## src/rtl/struct_flag_fifo.sv

```systemverilog
// rtl/struct_flag_fifo.sv - Depth-entry FIFO of 4-bit flag structs with output mask and hold register

package top_pkg;
    // Field a is the MSB, so '{a:1, b:0, c:1, d:0} reads as 4'b1010.
    typedef struct packed {
        logic a;
        logic b;
        logic c;
        logic d;
    } my_struct_t;
endpackage

module struct_flag_fifo #(
    parameter int                 Depth      = 4,
    parameter top_pkg::my_struct_t ResetValue = '{a: 1'b1, b: 1'b0, c: 1'b1, d: 1'b0},
    parameter top_pkg::my_struct_t Mask       = '{a: 1'b1, b: 1'b1, c: 1'b1, d: 1'b1}
) (
    input  logic                       clk,
    input  logic                       rst,
    input  logic                       in_valid,
    output logic                       in_ready,
    input  top_pkg::my_struct_t        in_data,
    output logic                       out_valid,
    input  logic                       out_ready,
    output top_pkg::my_struct_t        out_data,
    output logic [2:0]                 out_ones,
    output logic [$clog2(Depth+1)-1:0] level,
    output logic [7:0]                 pop_count
);

    localparam int PtrW = $clog2(Depth);
    localparam int LvlW = $clog2(Depth+1);

    top_pkg::my_struct_t mem [Depth];
    top_pkg::my_struct_t hold;
    top_pkg::my_struct_t head_masked;
    logic [PtrW-1:0]     wr_ptr;
    logic [PtrW-1:0]     rd_ptr;
    logic                push;
    logic                pop;

    // Handshake flags depend on registered occupancy only; a full FIFO refuses a push even during a pop.
    always_comb begin
        in_ready    = (level != LvlW'(Depth));
        out_valid   = (level != '0);
        push        = in_valid && in_ready;
        pop         = out_valid && out_ready;
        head_masked = mem[rd_ptr] & Mask;
    end

    // Present the masked head while data is pending, otherwise the last delivered value.
    always_comb begin
        out_data = hold;
        if (out_valid) begin
            out_data = head_masked;
        end
        out_ones = {2'b00, out_data.a} + {2'b00, out_data.b}
                 + {2'b00, out_data.c} + {2'b00, out_data.d};
    end

    // Storage array is never cleared; reset only invalidates it through the pointers and level.
    always_ff @(posedge clk) begin
        if (push) begin
            mem[wr_ptr] <= in_data;
        end
    end

    // Pointers, occupancy, hold register and delivered-struct counter.
    always_ff @(posedge clk or posedge rst) begin
        if (rst) begin
            wr_ptr    <= '0;
            rd_ptr    <= '0;
            level     <= '0;
            pop_count <= '0;
            hold      <= ResetValue;
        end else begin
            if (push) begin
                wr_ptr <= wr_ptr + PtrW'(1);
            end
            if (pop) begin
                rd_ptr    <= rd_ptr + PtrW'(1);
                hold      <= head_masked;
                pop_count <= pop_count + 8'd1;
            end
            if (push && !pop) begin
                level <= level + LvlW'(1);
            end else if (pop && !push) begin
                level <= level - LvlW'(1);
            end
        end
    end

endmodule

```

## config.mk

```make
export PLATFORM = sky130hd
export DESIGN_NAME = struct_flag_fifo
export DESIGN_NICKNAME = d
export VERILOG_FILES = /design/src/rtl/struct_flag_fifo.sv
export SDC_FILE = /design/constraint.sdc
export NUM_CORES = 1
export LEC_CHECK = 0
export ABC_AREA = 0
export BUFFER_PORTS_ARGS = -buffer_cell sky130_fd_sc_hd__buf_2
export CORE_MARGIN = 5
export CORE_UTILIZATION = 49
export CTS_CLUSTER_SIZE = 12
export DETAILED_ROUTE_END_ITERATION = 8
export HOLD_SLACK_MARGIN = 0.12
export PLACE_DENSITY = 0.72
export SLEW_MARGIN = 40
export SYNTH_ARGS = -nofsm -noshare
export SYNTH_HDL_FRONTEND = slang
export SYNTH_SLANG_ARGS = --single-unit
```

## constraint.sdc

```tcl
create_clock -name clk -period 2.2 [get_ports clk]
set_clock_uncertainty 0.05 [all_clocks]
set_input_delay 0 -clock clk [delete_from_list [all_inputs] [get_ports clk]]
set_output_delay 0 -clock clk [all_outputs]
set_load 0.005 [all_outputs]
```

# Word level (Yosys, flattened, before mapping)
# Memory sizes are Yosys's and may differ from the RTL's.
# Cells that the tools add are included.
# word_totals
register_bits	19
ramBits	16
inputBits	8
output_inout_bits	20
wordCells	31
memories	1
# mem_list
name	words	width	rd	rd_clocked_by_memory_dff	write_ports	line_no	rtl
mem	4	4	1	0	1	34	top_pkg::my_struct_t mem [Depth];
# classes
add_sub_neg	8
n_eq_ne	1
muxes	5
n_reduce_logical	8
# op_table
operator	count
8-bit by 1-bit adder with 8-bit output, second input constant	1
3-bit 2-to-1 mux	2
2-bit by 1-bit adder with 2-bit output, second input constant	2
1-bit logical AND	4
4-bit 2-to-1 mux	1
2-bit by 1-bit adder with 3-bit output	1
3-bit by 1-bit adder with 3-bit output	1
3-bit by 1-bit adder with 3-bit output, second input constant	1
3-bit != test, second input constant	1
3-bit nonzero test	1
3-bit by 1-bit subtractor with 3-bit output, second input constant	1
1-bit by 1-bit adder with 2-bit output	1
1-bit logical NOT	2
1-bit 2-to-1 mux	2
2-bit nonzero test	1

# Logic depth before layout (Yosys ltp)
# Gate-level depths: netlist of the first run.
# depth
word_depth	6
mapped_depth	10
depth_no_buf	8

# Least setup slack after synthesis of the first run
# Ideal clock, no wire load.
# synth_timing
path_kind	register to output
start	reg level[0]
end	out out_ones[1]
t_arrival_ps	2222
required_time_ps	2150
setup_slack_ps	-72
path_stages_with_launch	7
path_buffers	0
path_cell_list	dfrtp_1 > nor3_1 > mux2i_1 > fa_1 > inv_1 > ha_1 > ha_1
# synth_between
elab_chain_cells	5
# synth_rtl
element	line_no	rtl
start: declaration	27	output logic [$clog2(Depth+1)-1:0] level,
start signal: assignment	86	level <= level + LvlW'(1);
start signal: assignment	88	level <= level - LvlW'(1);
3-bit nonzero test *	45	out_valid = (level != '0);
4-bit 2-to-1 mux *	54	if (out_valid) begin
1-bit by 1-bit adder with 2-bit output	57	out_ones = {2'b00, out_data.a} + {2'b00, out_data.b}
2-bit by 1-bit adder with 3-bit output	58	+ {2'b00, out_data.c} + {2'b00, out_data.d};
3-bit by 1-bit adder with 3-bit output *	58	
end: declaration	26	output logic [2:0] out_ones,
# Every way passes the cells marked *; elsewhere a longest branch is shown, timed or not.

# Worst setup path in the final report of the first run
# layout_timing
start	reg rd_ptr[0]
end	out out_ones[1]
# layout_between
elab_chain_cells	5
# layout_rtl
element	line_no	rtl
start: declaration	38	logic [PtrW-1:0] rd_ptr;
start signal: assignment	81	rd_ptr <= rd_ptr + PtrW'(1);
memory 4 x 4 bit *	-	
4-bit 2-to-1 mux *	54	
1-bit by 1-bit adder with 2-bit output	57	
2-bit by 1-bit adder with 3-bit output	58	
3-bit by 1-bit adder with 3-bit output *	58	
# Marked as above.

==> qor.csv, run 1 <==
stage,metric,value,unit
timing,post-route clock period utilization,116,%
detailed_routing,routed length per placed instance,13.5,um
synth,XOR/XNOR Fraction of Synth Area,7.09,%
synth,synthesized cell area,1610,um^2
floorplanning,row count,20,
detailed_routing,initial DRC count,56,
cells_and_area,Antenna diodes,0,
cells_and_area,Final Non-Filler Cells,222,
setup_path,crit path max fanout,5,
cells_and_area,final net count,195,
timing,endpoints failing setup,4,
clock_network,CTS H-tree lvls,2,
cells_and_area,Fill cells,232,
synth,adder-cell share of the synthesized area,8.72,%
timing,Slew HR,72.4,%
synth,Post-Synthesis Cells,118,
synth,"Seq/Total Area, Yosys",59.7,%
global_route,vias in the first global route,1087,
clock_network,Clock Pin Slew Worst Setup and Hold Paths,0.11,ns
timing,Max Fclk,390,MHz
synth,post-synthesis mux area share,9.58,%
floorplanning,core area,3100,um^2
timing,Slew @ Worst Pin,0.413,ns
synth,top_reg_cell synth,dfrtp_1,
clock_network,clk sink count,35,
setup_path,startpoint types,register,
power,Worst IR Drop VDD,0.000615,V
global_route,largest net degree at the start of global routing,20,
placed_design,final weighted congestion in routability-driven placement,0.809,
detailed_routing,routed vias,1060,
global_route,antenna violations before repair,0,
detailed_routing,Vias/cell,4.77,
detailed_routing,DR DRC count,0,
timing,Worst Slack Setup Final,-0.363,ns
status,violated checks,negative setup slack,
setup_path,critical path endpoint category,output port,
cells_and_area,"commonest non-fill, non-tap cell in the layout",buf_2,
synth,count of cell types in the netlist,23,
synth,Post-Syn Nets,136,
floorplanning,Die Wd,67.3,um
power,Power Dens Cells,1710,nW/um^2
clock_network,CTS Root Cell,clkbuf_4,
hold_path,Hold Crit Class,input port to async pin,
global_route,grt total ovfl,0,
synth,Post-synth ARST share,54.3,%
floorplanning,die area,4520,um^2
timing,Hold Fails Final Rpt,0,
detailed_routing,post-route ant nets,0,
setup_path,reg2reg path depth,8,
global_route,global-route wire length before repair,5090,um
floorplanning,Starting Density,51.8,%
clock_network,CTS tree,done,
setup_path,critical path arrival,2.51,ns
clock_network,CTS max path bufs,2,
global_route,Tot GR Track Use,15.9,%
synth,Synth Register Bits,35,
timing,RSZ-0062 raised after global routing,true,
timing,min cycle time layout,2.56,ns
synth,largest family of logic cells by synthesized area,multiplexers,
setup_path,worst reg2reg endpoint,level[2],
run,max capacitance violation total,0,
synth,syn avg cell area,13.6,um^2
synth,number of flops mapped to enable cells by yosys,16,
setup_path,"Data required, critical path",2.15,ns
placed_design,dpl cells,194,
setup_path,Worst Setup Path Type,register to output port,
synth,simple-gate portion of the synthesized area,9.35,%
floorplanning,Ports,28,
timing,hold_ws,0.146,ns
placed_design,number of I/O port buffers,27,
clock_network,clk_lat worst skew,0.33,ns
synth,compound-gate portion of the synthesized area,1.32,%
placed_design,post-DP HPWL,1990,um
timing,max-slew violations,0,
cells_and_area,"commonest non-fill, non-tap cells in the layout","24 x buf_2, 21 x nand2_1, 16 x dfrtp_1, 16 x edfxtp_1, 13 x buf_4",
cells_and_area,Area Growth Syn to Fin,37.3,%
clock_network,Inserted Clock Buffers,5,
detailed_routing,first-pass iteration count of the detailed router,4,
status,outcome,finished with violations,
setup_path,R2R setup slack,0.22,ns
setup_path,RR Startpoint,level[1],
floorplanning,Die Ht,67.3,um
cells_and_area,layout cells sized above 1,43.3,%
power,Pleak,0.000986,uW
detailed_routing,total length of routed wires,3010,um
synth,Synth warnings,0,
power,Design Power,3780,uW
worst max path at each step:
stage,from,end,slack [ns],depth (start not counted)
after floorplan,level[2],level[2],0.002,10
after global placement,rd_ptr[0],out_ones[1],-0.06,7
after detailed placement,rd_ptr[0],out_ones[1],-0.14,7
after CTS,rd_ptr[0],out_ones[1],-0.40,7
after global routing,rd_ptr[0],out_ones[1],-0.46,7
final,rd_ptr[0],out_ones[1],-0.36,7
metal layers:
layer / GRT usage [%] / up-vias / part of all wire [%]
li1: - / 515 / -
met1: 18.8 / 514 / 43
met2: 25.0 / 24 / 50
met3: 5.99 / 7 / 5.5
met4: 8.35 / 0 / 2.0
met5: 0 / - / 0
cell type report:
| cell class | instances | area [um^2] | share of cell area [%] |
|---|---|---|---|
| Timing Repair Buffer | 55 | 412 | 18.7 |
| Inverter | 11 | 41.3 | 1.87 |
| Multi-Input combinational cell | 69 | 647 | 29.3 |
| Clock buffer | 8 | 91.3 | 4.14 |
| Sequential cell | 35 | 960 | 43.5 |
| Tap cell | 44 | 55.1 | 2.50 |
sequential cells by signal (all words and copies together), names as in the netlist:
signal / count
rd_ptr: 2
wr_ptr: 2
pop_count: 8
mem: 16
level: 3
hold: 4
report_power, final:
group | switching [uW] | internal (uW) | leakage, uW
clock network | 209 | 264 | 0.0000488
logic | 861 | 1310 | 0.000563
registers | 204 | 928 | 0.000374
total | 1270 | 2500 | 0.000986
cell usage after synthesis, drive strengths merged (2+ instances only):
cell type,count,share of area (%)
and2,4,1.6
buf,3,1.7
dfrtp,17,26
dfstp,2,3.3
edfxtp,16,30
fa,2,2.5
ha,8,6.2
inv,11,2.6
mux2,3,2.1
mux2i,3,1.9
mux4,4,5.6
nand2,21,4.9
nand4,2,0.78
nor2,2,0.47
nor3,3,0.93
xnor2,8,4.4
xor2,5,2.7
repair_timing:
| item | CTS | global route |
|---|---|---|
| endpoints found under the hold margin | 38 | 0 |
| setup endpoints to repair | 3 | 4 |
| pin swaps | 1 | 1 |
| cloned | 0 | 0 |
| setup buffers | 12 | 2 |
| hold buffers | 7 | 0 |
| resized for setup | 13 | 11 |
logic make-up (layout without fill, tap and decap cells):
kind of cell	after synthesis	count (layout)
AOI/OAI and AO/OA	2	2
xor gates and xnor gates	13	13
adders and majority gates	10	10
buffers and inverters	14	74
DFF	35	35
muxes	10	10
and+or+nand+nor	34	34
per-stage QoR:
stage	utilization, %	setup slack [ns]	TNS, ns	area (um^2)
floorplan	-	0.00182	0	1610
global placement	59.1	-0.0599	-0.0599	1830
detailed placement	59.1	-0.140	-0.169	1830
CTS	68.6	-0.399	-1.23	2130
global route	71.1	-0.464	-1.60	2210
finish	71.1	-0.363	-1.17	2210
worst max-delay path, cell delays in order (launching register included):
cell and delay (ns):
dfrtp_2 0.44, mux4_2 0.56, mux2i_4 0.21, fa_1 0.46, inv_2 0.08, ha_4 0.13, ha_4 0.19, buf_6 0.11
Note: power is estimated with default switching activity, not from simulation.
==> run 2: changes to the inputs <==
Settings changed: BUFFER_PORTS_ARGS -buffer_cell sky130_fd_sc_hd__buf_2 to -buffer_cell sky130_fd_sc_hd__clkbuf_2, RECOVER_POWER set to 100.
==> run 2 against run 1 <==
  * The flow still finishes with violations (negative setup slack)
  * Fmax increased by 1.3%
  * Clock power decreased by 31%
  * Flip-flop and latch count unchanged
==> qor.csv, run 2 (synthesis gave the netlist of run 1 again) <==
stage,metric,value,unit,change
hold_path,Hold Crit Class,input port to async pin,,
setup_path,Crit path largest cell delay,0.56,ns,about the same
global_route,vias in the first global route,1024,,-5.8%
detailed_routing,routed length per placed instance,13.8,um,+2.1%
clock_network,Inserted Clock Buffers,5,,unchanged
cells_and_area,max reg flops,16,,unchanged
placed_design,DP Worst Slack,-0.155,ns,-0.0156 ns
cells_and_area,Final Non-Filler Cells,213,,-4.1%
setup_path,"Data required, critical path",2.15,ns,about the same
clock_network,CTS max path bufs,2,,unchanged
floorplanning,Die Ht,67.3,um,unchanged
timing,endpoints failing setup,3,,-1
clock_network,clk_lat worst skew,0.34,ns,about the same
setup_path,startpoint types,register,,
placed_design,final weighted congestion in routability-driven placement,0.852,,+5.4%
detailed_routing,Vias/cell,4.72,,-1.1%
power,Worst IR Drop VDD,0.000727,V,+18%
timing,RSZ-0062 raised after global routing,true,,
timing,Slew @ Worst Pin,0.755,ns,+0.341 ns
setup_path,cell mode on critical path,ha_4,,
clock_network,CTS tree,done,,
timing,max-slew violations,0,,unchanged
timing,post-route clock period utilization,115,%,-1.5 points
setup_path,largest delay contributor family on the critical path,adder cells,,
detailed_routing,WL met2,1390,um,-7.1%
floorplanning,row count,20,,unchanged
setup_path,critical path arrival,2.48,ns,-0.03 ns
cells_and_area,"commonest non-fill, non-tap cell in the layout",nand2_1,,
detailed_routing,post-route ant nets,0,,unchanged
detailed_routing,Post-Route M1 WL,1350,um,+5.2%
timing,Slew HR,49.6,%,-23 points
global_route,largest net degree at the start of global routing,20,,unchanged
floorplanning,core area,3100,um^2,unchanged
cells_and_area,register with the most flip-flops,mem,,
clock_network,CTS H-tree lvls,2,,unchanged
clock_network,CTS Root Cell,clkbuf_4,,
floorplanning,Starting Density,51.8,%,unchanged
detailed_routing,first-pass iteration count of the detailed router,4,,unchanged
setup_path,critical path endpoint category,output port,,
detailed_routing,routed vias,1006,,-5.1%
floorplanning,Die Wd,67.3,um,unchanged
setup_path,crit-path cells,mux4_2 -> mux2i_4 -> fa_1 -> inv_2 -> ha_4 -> ha_4 -> clkbuf_2,,
status,outcome,finished with violations,,
setup_path,crit path max fanout,6,,+1
detailed_routing,met3 WL,157,um,-4.8%
cells_and_area,Finished Core Util,65.2,%,-5.9 points
timing,hold_ws,0.266,ns,+0.120 ns
floorplanning,Ports,28,,unchanged
run,max capacitance violation total,0,,unchanged
timing,Worst Slack Setup Final,-0.330,ns,+0.0328 ns
status,violated checks,negative setup slack,,
cells_and_area,final net count,186,,-4.6%
placed_design,post-DP HPWL,2080,um,+4.7%
clock_network,Clock Pin Slew Worst Setup and Hold Paths,0.11,ns,about the same
detailed_routing,highest metal layer with signal wires,met4,,
timing,Max Fclk,395,MHz,+1.3%
global_route,Tot GR Track Use,15.4,%,-0.44 points
setup_path,slowest CP cell,mux4_2,,
cells_and_area,layout cells sized above 1,30.2,%,-13 points
timing,min cycle time layout,2.53,ns,-0.0328 ns
timing,Hold Fails Final Rpt,0,,unchanged
global_route,antenna violations before repair,0,,unchanged
detailed_routing,total length of routed wires,2940,um,-2.1%
cells_and_area,top flop regs,"mem (16), pop_count (8), hold (4)",,
floorplanning,die area,4520,um^2,unchanged
power,Power Dens Cells,1540,nW/um^2,-9.9%
placed_design,dpl cells,196,,+1.0%
detailed_routing,initial DRC count,28,,-50%
cells_and_area,"commonest non-fill, non-tap cells in the layout","21 x nand2_1, 19 x clkbuf_2, 16 x dfrtp_1, 16 x edfxtp_1, 14 x clkbuf_1",,
placed_design,number of I/O port buffers,27,,unchanged
global_route,grt total ovfl,0,,unchanged
clock_network,clk sink count,35,,unchanged
cells_and_area,Antenna diodes,0,,unchanged
detailed_routing,DR DRC count,0,,unchanged
setup_path,Worst Setup Path Type,register to output port,,
global_route,global-route wire length before repair,5020,um,-1.4%
cells_and_area,Area Growth Syn to Fin,25.9,%,
power,Pleak,0.000871,uW,-12%
setup_path,crit path buf inv count,2,,unchanged
-- run 2: where the power goes --
part	total [uW]	internal (uW)	switching, uW
logic	1660	898	760
clock network	328	125	203
registers	1140	929	206
total	3120	1950	1170
-- run 2: worst paths after layout --
check	from	to	slack, ns	cells past startpoint
worst min register to register	pop_count[7]	pop_count[7]	0.43	1
min in group clk	pop_count[7]	pop_count[7]	0.43	1
worst min-delay path	rst	level[2]	0.27	3
worst max-delay path	rd_ptr[0]	out_ones[1]	-0.33	7
worst max register to register	level[0]	level[2]	0.05	9
max in group asynchronous	rst	rd_ptr[0]	1.30	3
-- run 2: through the flow --
step                      total power (uW)  cell area (um^2)  setup TNS, ns
after floorplan                       1920              1610              0
after global placement                2420              1850        -0.0517
after detailed placement              2500              1850         -0.224
after CTS                             3070              2020         -0.894
after global routing                  3370              2020          -1.22
final                                 3120              2020         -0.746
-- run 2: what timing repair did --
| item | in CTS | in global routing |
|---|---|---|
| pin swaps | 2 | 0 |
| setup buffers | 1 | 1 |
| endpoints found under the hold margin | 39 | 0 |
| resized for setup | 9 | 3 |
| hold buffers | 7 | 0 |
| endpoints found under the setup margin | 3 | 3 |
-- run 2: layout make-up --
class	count	area [um^2]
Tap cell	44	55.1
Multi-Input combinational cell	69	643
Clock buffer	7	45.0
Fill cell	264	1080
Inverter	11	41.3
Timing Repair Buffer	46	274
Clock inverter	1	5.00
Sequential cell	35	960
-- run 2: worst min-delay path, cell delays in order --
cell and delay (ns):
dlygate4sd3_1 0.54, clkbuf_2 0.10, inv_1 0.54
-- run 2: layer usage --
| metal | GRT usage, % | vias up |
|---|---|---|
| met5 | 0 | - |
| met4 | 5.32 | 0 |
| met3 | 5.66 | 6 |
| met2 | 24.8 | 21 |
| met1 | 19.2 | 483 |
| li1 | - | 496 |
==> run 3: changes to the inputs <==
Settings changed: CORE_UTILIZATION 49 to 54, PLACE_DENSITY 0.72 to 0.75.
Clock period 2.2 ns to 2.85 ns, I/O delays scaled along.
==> run 3 against run 2 <==
  * Die area is 7.9% lower
  * Flip-flop and latch count stayed put
  * Highest routed layer unchanged
  * Hold slack better by 0.0054 ns
  * The run now ends clean
  * Critical path type unchanged
==> qor.csv, run 3 (synthesis gave the netlist of run 1 again) <==
stage,metric,value,unit,change
setup_path,Worst Setup Path Type,register to output port,,
placed_design,number of I/O port buffers,27,,unchanged
global_route,vias in the first global route,995,,-2.8%
clock_network,clk sink count,35,,unchanged
floorplanning,Starting Density,57.3,%,+5.5 points
cells_and_area,"commonest non-fill, non-tap cells in the layout","21 x nand2_1, 16 x dfrtp_1, 16 x edfxtp_1",,
setup_path,startpoint types,register,,
floorplanning,Die Ht,64.5,um,-4.0%
global_route,Tot GR Track Use,15.5,%,+0.11 points
detailed_routing,total length of routed wires,2720,um,-7.5%
status,outcome,"complete, no violations",,
timing,min cycle time layout,2.66,ns,
setup_path,critical path endpoint category,output port,,
timing,RSZ-0062 raised after global routing,false,,
floorplanning,core area,2810,um^2,-9.6%
setup_path,crit path max fanout,6,,unchanged
cells_and_area,final net count,175,,-5.9%
setup_path,reg2reg path depth,8,,-1
clock_network,"Setup Fix Bufs, Post-CTS",0,,-1
timing,endpoints failing setup,0,,-3
cells_and_area,top flop regs,"mem (16), pop_count (8), hold (4)",,
cells_and_area,Fill cells,236,,-11%
placed_design,post-DP HPWL,2020,um,-2.7%
global_route,grt total ovfl,0,,unchanged
clock_network,Inserted Clock Buffers,5,,unchanged
timing,Worst Slack Setup Final,0.191,ns,+0.521 ns
timing,Hold Fails Final Rpt,0,,unchanged
cells_and_area,Final Non-Filler Cells,189,,-11%
detailed_routing,routed vias,967,,-3.9%
setup_path,critical path arrival,2.61,ns,+0.13 ns
clock_network,CTS tree,done,,
detailed_routing,Vias/cell,5.12,,+8.3%
detailed_routing,initial DRC count,76,,+170%
setup_path,crit-path cells,mux4_2 -> mux2i_1 -> fa_1 -> inv_1 -> ha_1 -> ha_1 -> clkbuf_2,,
clock_network,Clock Pin Slew Worst Setup and Hold Paths,0.11,ns,about the same
timing,hold_ws,0.271,ns,+0.00542 ns
run,max capacitance violation total,0,,unchanged
power,Design Power,2060,uW,-34%
power,Worst IR Drop VDD,0.000513,V,-29%
setup_path,R2R setup slack,0.35,ns,+0.30 ns
placed_design,dpl cells,174,,-11%
clock_network,CTS max path bufs,2,,unchanged
detailed_routing,DR DRC count,0,,unchanged
timing,post-route clock period utilization,93.3,%,
power,Pleak,0.000821,uW,-5.7%
cells_and_area,Antenna diodes,0,,unchanged
hold_path,Hold Crit Class,input port to async pin,,
setup_path,Critical Path Start,rd_ptr[0],,
power,Power Dens Cells,1100,nW/um^2,-29%
detailed_routing,first-pass iteration count of the detailed router,4,,unchanged
clock_network,CTS H-tree lvls,2,,unchanged
setup_path,Crit path largest cell delay,0.53,ns,-0.03 ns
floorplanning,die area,4170,um^2,-7.9%
cells_and_area,Area Growth Syn to Fin,16.5,%,
cells_and_area,max reg flops,16,,unchanged
floorplanning,row count,19,,-5.0%
timing,Max Fclk,376,MHz,
floorplanning,Die Wd,64.5,um,-4.0%
setup_path,worst reg2reg endpoint,level[2],,
cells_and_area,layout cells sized above 1,20.9,%,-9.3 points
setup_path,"Data required, critical path",2.80,ns,+0.65 ns
timing,Setup TNS Final,0,ns,+0.746 ns
clock_network,CTS Root Cell,clkbuf_4,,
setup_path,cell mode on critical path,ha_1,,
detailed_routing,routed length per placed instance,14.4,um,+4.2%
placed_design,DP Worst Slack,0.433,ns,+0.589 ns
floorplanning,Ports,28,,unchanged
timing,Slew HR,45.4,%,-4.2 points
setup_path,RR Startpoint,level[0],,
cells_and_area,register with the most flip-flops,mem,,
timing,max-slew violations,0,,unchanged
global_route,largest net degree at the start of global routing,20,,unchanged
global_route,global-route wire length before repair,4790,um,-4.5%
global_route,antenna violations before repair,0,,unchanged
detailed_routing,post-route ant nets,0,,unchanged
cells_and_area,"commonest non-fill, non-tap cell in the layout",nand2_1,,
setup_path,CP Capture Point,out_ones[1],,
clock_network,clk_lat worst skew,0.33,ns,about the same
placed_design,final weighted congestion in routability-driven placement,0.775,,-9.1%
timing,Slew @ Worst Pin,0.812,ns,+0.0572 ns
setup_path,slowest CP cell,mux4_2,,
==> run 3: changes by cell type in the layout (fill, tap and decap cells not counted), moves of 2 or more <==
| cell | delta |
|---|---|
| buf_4 | -6 |
| ha_1 | +2 |
| mux2i_4 | -3 |
| clkbuf_2 | -4 |
| mux2i_1 | +3 |
| ha_4 | -2 |
==> run 3: how the worst min path moves through the flow <==
stage,start,to,slack [ns],depth (start not counted)
floorplan,rst,hold[0],-0.10,1
global placement,rst,wr_ptr[0],0.09,2
detailed placement,rst,wr_ptr[0],0.1,2
CTS,rst,rd_ptr[0],0.28,3
global route,rst,rd_ptr[0],0.34,3
finish,rst,rd_ptr[0],0.27,3
==> run 3: final cells by class <==
class / instances / area (um^2) / share of cell area, %
Clock buffer: 7 / 55.1 / 2.94
Sequential cell: 35 / 960 / 51.3
Tap cell: 31 / 38.8 / 2.07
Multi-Input combinational cell: 69 / 574 / 30.7
Clock inverter: 1 / 5.00 / 0.267
Timing Repair Buffer: 35 / 198 / 10.6
Inverter: 11 / 41.3 / 2.21
==> run 3: metrics by stage <==
step                area (um^2)  utilization (%)
floorplan                  1610                -
global placement           1760             62.8
detailed placement         1760             62.8
CTS                        1890             67.4
global route               1870             66.7
finish                     1870             66.7
==> run 3: where the power goes <==
part,switching [uW],internal [uW]
logic,454,456
registers,165,716
clock network,154,120
total,773,1290
==> run 3: what timing repair did <==
action,CTS,global route
hold buffers,7,0
resized for setup,0,1
endpoints found under the hold margin,43,0
setup endpoints to repair,0,1
==> run 3: per-layer routing <==
metal	vias up	routed length, um	GRT usage (%)	part of all wire, %
li1	474	-	-	-
met4	0	61	7.92	2.2
met2	24	1330	24.4	49
met3	6	146	5.18	5.4
met5	-	0	0	0
met1	463	1180	19.3	43
==> run 3: critical path: cells and delay by family, from the launching register on <==
family / cells / cell delay [ns]
multiplexers: 2 / 0.79
buffers and inverters: 2 / 0.19
flip-flops: 1 / 0.48
adder cells (fa/ha/maj): 3 / 0.82
